==> src/rtl/stream_demux_pkg.sv <==
// Shared definitions for the stream demultiplexer family: default sizes and a
// constant-foldable ceiling-log2 used to size channel select fields.
package stream_demux_pkg;

    localparam int DEF_WIDTH    = 1;
    localparam int DEF_CHANNELS = 4;
    localparam int DEF_CNT_W    = 8;

    function automatic int clog2(input int value);
        int result;
        int rem;
        result = 0;
        rem    = value - 1;
        while (rem > 0) begin
            result = result + 1;
            rem    = rem >> 1;
        end
        return result;
    endfunction

endpackage

==> src/rtl/stream_demux_if.sv <==
// Producer-to-consumers stream bundle: one input word with routing info, one
// shared output word with a valid/ready pair per channel.
interface stream_demux_if
    import stream_demux_pkg::*;
#(
    parameter int WIDTH    = DEF_WIDTH,
    parameter int CHANNELS = DEF_CHANNELS
);
    localparam int SEL_W = clog2(CHANNELS);

    logic [WIDTH-1:0]    in_data;
    logic [SEL_W-1:0]    in_sel;
    logic                in_bcast;
    logic                in_valid;
    logic                in_ready;
    logic [WIDTH-1:0]    out_data;
    logic [CHANNELS-1:0] out_valid;
    logic [CHANNELS-1:0] out_ready;

    modport master (
        output in_data, in_sel, in_bcast, in_valid, out_ready,
        input  in_ready, out_data, out_valid
    );

    modport slave (
        input  in_data, in_sel, in_bcast, in_valid, out_ready,
        output in_ready, out_data, out_valid
    );

endinterface

==> src/rtl/stream_demux_onehot.sv <==
// Combinational route decoder: select index plus broadcast flag to a channel
// mask, flagging selects that name a channel that does not exist.
module demux_onehot
    import stream_demux_pkg::*;
#(
    parameter int CHANNELS = DEF_CHANNELS,
    parameter int SEL_W    = clog2(CHANNELS)
) (
    input  logic [SEL_W-1:0]    sel,
    input  logic                bcast,
    output logic [CHANNELS-1:0] mask,
    output logic                out_of_range
);

    // Broadcast wins over the select; a non-power-of-two channel count leaves
    // select codes with no channel, which produce an empty mask.
    always_comb begin
        mask         = '0;
        out_of_range = 1'b0;
        if (bcast) begin
            mask = '1;
        end else if (32'(sel) >= CHANNELS) begin
            out_of_range = 1'b1;
        end else begin
            for (int i = 0; i < CHANNELS; i++) begin
                if (32'(sel) == i) begin
                    mask[i] = 1'b1;
                end
            end
        end
    end

endmodule

==> src/rtl/stream_demux.sv <==
// Registered 1-to-CHANNELS stream demux with per-channel handshake, broadcast,
// global enable and a saturating count of words dropped for a bad select.
module stream_demux
    import stream_demux_pkg::*;
#(
    parameter int WIDTH    = DEF_WIDTH,
    parameter int CHANNELS = DEF_CHANNELS,
    parameter int CNT_W    = DEF_CNT_W
) (
    input  logic             clk,
    input  logic             rst,
    input  logic             en,
    stream_demux_if.slave    bus,
    output logic [CNT_W-1:0] drop_count
);

    localparam int SEL_W = clog2(CHANNELS);

    logic [WIDTH-1:0]    data_q;
    logic [CHANNELS-1:0] pending;
    logic [CHANNELS-1:0] route_mask;
    logic                out_of_range;
    logic                draining;
    logic                accept;

    demux_onehot #(
        .CHANNELS (CHANNELS),
        .SEL_W    (SEL_W)
    ) u_route (
        .sel          (bus.in_sel),
        .bcast        (bus.in_bcast),
        .mask         (route_mask),
        .out_of_range (out_of_range)
    );

    // The register may refill in the cycle its last pending channel completes.
    assign draining     = (pending & ~bus.out_ready) == '0;
    assign bus.in_ready = en && !rst && draining;
    assign accept       = bus.in_valid && bus.in_ready;

    assign bus.out_data  = data_q;
    assign bus.out_valid = pending;

    always_ff @(posedge clk) begin
        if (rst) begin
            data_q     <= '0;
            pending    <= '0;
            drop_count <= '0;
        end else begin
            pending <= pending & ~bus.out_ready;
            if (accept) begin
                if (out_of_range) begin
                    if (drop_count != {CNT_W{1'b1}}) begin
                        drop_count <= drop_count + 1'b1;
                    end
                end else begin
                    data_q  <= bus.in_data;
                    pending <= route_mask;
                end
            end
        end
    end

endmodule
==> src/flat_wrapper.sv <==
// flat-port wrapper written by rule: the top's interface ports become plain ports
module stream_demux_flat import stream_demux_pkg::*;
#(
    parameter int WIDTH    = DEF_WIDTH,
    parameter int CHANNELS = DEF_CHANNELS,
    parameter int CNT_W    = DEF_CNT_W
)
  (clk, rst, en, drop_count, bus_in_data, bus_in_sel, bus_in_bcast, bus_in_valid, bus_out_ready, bus_in_ready, bus_out_data, bus_out_valid);
  stream_demux_if #(.WIDTH(WIDTH), .CHANNELS(CHANNELS)) bus_i ();
  input  logic clk;
  input  logic rst;
  input  logic en;
  output logic [CNT_W-1:0] drop_count;
  input wire logic [$bits(bus_i.in_data)-1:0] bus_in_data;
  input wire logic [$bits(bus_i.in_sel)-1:0] bus_in_sel;
  input wire logic [$bits(bus_i.in_bcast)-1:0] bus_in_bcast;
  input wire logic [$bits(bus_i.in_valid)-1:0] bus_in_valid;
  input wire logic [$bits(bus_i.out_ready)-1:0] bus_out_ready;
  output wire logic [$bits(bus_i.in_ready)-1:0] bus_in_ready;
  output wire logic [$bits(bus_i.out_data)-1:0] bus_out_data;
  output wire logic [$bits(bus_i.out_valid)-1:0] bus_out_valid;
  assign bus_i.in_data = bus_in_data;
  assign bus_i.in_sel = bus_in_sel;
  assign bus_i.in_bcast = bus_in_bcast;
  assign bus_i.in_valid = bus_in_valid;
  assign bus_i.out_ready = bus_out_ready;
  assign bus_in_ready = bus_i.in_ready;
  assign bus_out_data = bus_i.out_data;
  assign bus_out_valid = bus_i.out_valid;
  stream_demux #(.WIDTH(WIDTH), .CHANNELS(CHANNELS), .CNT_W(CNT_W)) u_core (.clk(clk), .rst(rst), .en(en), .bus(bus_i), .drop_count(drop_count));
endmodule
==> config.mk <==
export PLATFORM = sky130hd
export DESIGN_NAME = stream_demux_flat
export DESIGN_NICKNAME = d
export VERILOG_FILES = /design/src/rtl/stream_demux_pkg.sv /design/src/rtl/stream_demux_if.sv /design/src/rtl/stream_demux_onehot.sv /design/src/rtl/stream_demux.sv /design/src/flat_wrapper.sv
export SDC_FILE = /design/constraint.sdc
export NUM_CORES = 1
export LEC_CHECK = 0
export CAP_MARGIN = 20
export CORE_AREA = 5 5 42 44
export CTS_BUF_LIST = sky130_fd_sc_hd__clkbuf_4
export DETAILED_ROUTE_END_ITERATION = 6
export DIE_AREA = 0 0 47 49
export PLACE_DENSITY_LB_ADDON = 0.15
export REMOVE_ABC_BUFFERS = 1
export SLEW_MARGIN = 20
export SYNTH_ARGS = -nofsm -noshare
export SYNTH_HDL_FRONTEND = slang
export SYNTH_SLANG_ARGS = --single-unit
==> constraint.sdc <==
create_clock -name clk -period 1.09 [get_ports clk]
set_input_delay 0.1635 -clock clk [delete_from_list [all_inputs] [get_ports clk]]
set_output_delay 0.1635 -clock clk [all_outputs]
set_load 0.02 [all_outputs]
==> run summary <==
Synthesis instantiated 12 different standard cells from the library. The post-synthesis share of cell area spent on xor and xnor gates is 0, and the initial core utilization is 0.215. The count of max-cap constraint violations is 0, and the number of hold-repair buffers added at the cts stage is 0. The worst setup path is of the flop to output pin kind.

The area of the mapped netlist was 302 sq um. Along the worst path, the maximum fanout reaches 2. The post-layout net count is 74.

The worst hold margin is 0.305 ns, and the clock edge transition at the registers on the reported setup and hold paths is 0.05 ns. TritonCTS built the clock tree. The synthesis-to-layout area growth works out to 90.0%.

The cell family contributing the most delay on the critical path is simple AND/OR/NAND/NOR gates. The number of enable flip-flop cells after synthesis works out to 0. Clock tree synthesis inserted a total of 3 buffers.

The ratio of final minimum period to clock period works out to 1.17. In this run, synthesis produced a sequential element count of 5. Largest family of logic cells by synthesized area: simple AND/OR/NAND/NOR gates.

Compound-cell area share of the yosys netlist: 0.149. The post-route minimum period works out to 1.28 ns. No sink is reached through more buffers than the 2 on the longest clock path. For the final database, setup skew stands at 0.00555 ns.

The first TritonRoute pass finished after 4 iterations. Total buffers and inverters traversed by the critical path: 1. The share of synthesized cell area in and, or, nand and nor gates was 0.232. The synthesis warning total is 0.

The number of global-route vias before repair came out at 302. For the worst setup path, the data required time is 0.93 ns. Peak supply drop: 0.431 mV.

In this run the power density over the cells is 1070 nW/um^2. Wires add up to 777 um. STA classifies the critical path startpoint as a flop. Share of synthesized cell area in full adder, half adder and majority cells: 0. The tools report the gate count after technology mapping as 33. The DRC violation count after routing came out at 0. The logs give 2300 sq um for the floorplan die area and 1.23 mm for the global-route wire length before repair.

Clock latency on the worst-skew pair, taken at its later pin, is 0.24 ns. The proportion of synthesized flip-flops having asynchronous set or reset is 0. Fraction of post-synthesis cell area in the top cell type by area: 0.332.

The worst hold path belongs to the class input pin to flop. The via count normalized by instance count is 3.94. The flow ran to the end, but the final reports show violations. The design internal power was 0.442 mW; the remaining number of nets flagged by the antenna check after routing was 0.

The mean post-synth cell area is 9.14 sq um, and the row count is 14. The average wire per cell in the routed design works out to 10.1 um. The total power consumption of the routed design was 0.611 mW. The multiplexer share of the synthesized area is 0.0498, and the maximum clock frequency is 0.781 GHz. The run gives 0.0734 as the global-route total usage across every layer. Die span in y: 49 um. The nature of the critical path endpoint is an output pin. The relative contribution of the clock network to total power was 0.404. For the max-slew violation count, the log shows 0. Initial DRC count: 7. The most common cell in the netlist was sky130_fd_sc_hd__buf_4. The top flip-flop cell by instance count after synthesis was sky130_fd_sc_hd__dfxtp_1. Walking the worst path, the cells encountered are nand2b_4 -> and4b_1 -> and3_1 -> buf_6. Counting every sink on the clock net gives 5.

The core region is 1400 sq um. The total overflow left after global routing is 0. For this run, the slowest stage of the critical path takes 0.33 ns.

The detailed router placed 303 vias in this run. The congestion estimate from routability-driven global placement came to 0.663. The count of inserted antenna diode cells is 0, and the number of top-level pins is 26. The commonest cells after synthesis are 8 x sky130_fd_sc_hd__buf_4, 5 x sky130_fd_sc_hd__dfxtp_1, 4 x sky130_fd_sc_hd__a21oi_1, 4 x sky130_fd_sc_hd__nand2b_1, 4 x sky130_fd_sc_hd__o22ai_1. Net switching share of the total power: 0.276.

Entering global routing, the biggest net connects 5 pins. The slowest stage of the critical path is the sky130_fd_sc_hd__dfxtp_2 cell. The chip width is 47 um, and the hold violation count in the final report is 0. Endpoint arrival time on the critical path: 1.12 ns.

In this run the power spent charging and discharging nets is 0.169 mW. Ranked by total cell area, the synthesized netlist is headed by sky130_fd_sc_hd__dfxtp_1 33%, sky130_fd_sc_hd__buf_4 20%, sky130_fd_sc_hd__nand2b_1 8.3%. Detailed placement finished with a half-perimeter wire length of 631 um. Buffer type at the clock tree root: sky130_fd_sc_hd__clkbuf_4. Of all cell types, the one taking the most synthesized area is sky130_fd_sc_hd__dfxtp_1. The initial antenna violation count was 0.

Total setup violations reported at the end of the flow: 6. The logs give 1 for the H-tree depth and 0.283 nW for the leakage power. The run gives 0.332 as the register area share after synthesis.

The checks that failed: setup timing. The fraction of layout instances using a drive strength above 1 was 0.393; the quantity of I/O buffers inserted on ports was 17. The combinational fraction of design power is 0.268.

Setup repair after global routing could not meet its margin everywhere. The post-layout worst setup margin was -0.190 ns; the portion of total power attributed to sequential cells was 0.328.
## cells by family (layout without fill, tap and decap cells)
| group | Yosys count | count (layout) |
|---|---|---|
| simple gates | 8 | 8 |
| compound gates | 8 | 8 |
| other cells | 1 | 8 |
| mux | 1 | 1 |
| flops | 5 | 5 |
| buf+inv | 10 | 31 |
## power groups by stage
stage,registers [mW],logic [mW],clock network (mW)
2_1_floorplan,0.213,0.0588,0
3_3_place_gp,0.201,0.161,0
3_5_place_dp,0.201,0.161,0
4_1_cts,0.200,0.161,0.252
5_1_grt,0.201,0.176,0.257
6_report,0.200,0.164,0.246
## worst reg2reg max path, delay by kind of cell, from the launching register on
family | cells | cell delay [ns]
simple gates | 3 | 0.37
flops | 1 | 0.33
mux | 1 | 0.31
buf+inv | 1 | 0.12
## per-layer routing
layer  track usage  wire, um
met5             0         0
met1        0.0953       316
met3        0.0369        86
met2        0.0950       375
met4        0.0415         0
## state kept, by name, indices dropped and copies added (netlist names)
name / flops
u_core.bus.out_valid: 4
u_core.bus.out_data: 1
## metrics by stage
| stage | setup WS, ns | util | std cells | instance area [sq um] | TNS, ns |
|---|---|---|---|---|---|
| after CTS | -0.200 | 0.398 | 76 | 558 | -0.541 |
| after detailed placement | -0.760 | 0.364 | 72 | 510 | -3.11 |
| after global placement | -0.755 | 0.364 | 72 | 510 | -3.13 |
| after floorplan | -0.176 | - | 32 | 268 | -0.229 |
| final | -0.190 | 0.409 | 77 | 573 | -0.450 |
| after global routing | -0.229 | 0.409 | 77 | 573 | -0.701 |
## layout make-up
cell class | count | area [sq um]
clock buffer | 4 | 30.0
inverter | 2 | 7.51
fill | 162 | 828
tap | 16 | 20.0
timing repair buffer | 25 | 219
sequential | 5 | 103
multi-input combinational | 25 | 194
## path summary, 6_finish.rpt
kind / from / to / slack (ns) / depth (start not counted)
worst min-delay path: rst / u_core.bus.out_valid[0] / 0.30 / 2
worst min register to register: u_core.bus.out_valid[0] / u_core.bus.out_valid[0] / 0.51 / 2
worst max register to register: u_core.bus.out_valid[1] / u_core.bus.out_data / -0.14 / 5
worst max-delay path: u_core.bus.out_valid[1] / bus_in_ready / -0.19 / 4
## timing repair
item / CTS / global route
buffers inserted: 0 / 1
resized for setup: 27 / 2
setup endpoints to repair: 11 / 7
pin swaps: 3 / 1
## layout by cell type, fill, tap and decap left out
cell type	netlist	final
sky130_fd_sc_hd__a21oi_1	4	4
sky130_fd_sc_hd__and2b_1	1	1
sky130_fd_sc_hd__and3_1	1	1
sky130_fd_sc_hd__and4b_1	1	1
sky130_fd_sc_hd__buf_2	0	2
sky130_fd_sc_hd__buf_4	8	7
sky130_fd_sc_hd__buf_6	0	2
sky130_fd_sc_hd__clkbuf_4	0	4
sky130_fd_sc_hd__clkdlybuf4s15_1	0	1
sky130_fd_sc_hd__clkdlybuf4s50_1	0	8
sky130_fd_sc_hd__conb_1	1	8
sky130_fd_sc_hd__dfxtp_1	5	3
sky130_fd_sc_hd__dfxtp_2	0	2
sky130_fd_sc_hd__dlygate4sd2_1	0	5
sky130_fd_sc_hd__inv_1	2	2
sky130_fd_sc_hd__mux2_4	1	1
sky130_fd_sc_hd__nand2b_1	4	2
sky130_fd_sc_hd__nand2b_4	0	2
sky130_fd_sc_hd__nand4_4	1	1
sky130_fd_sc_hd__o22ai_1	4	1
sky130_fd_sc_hd__o22ai_2	0	3
(Power assumes the default switching activity.)
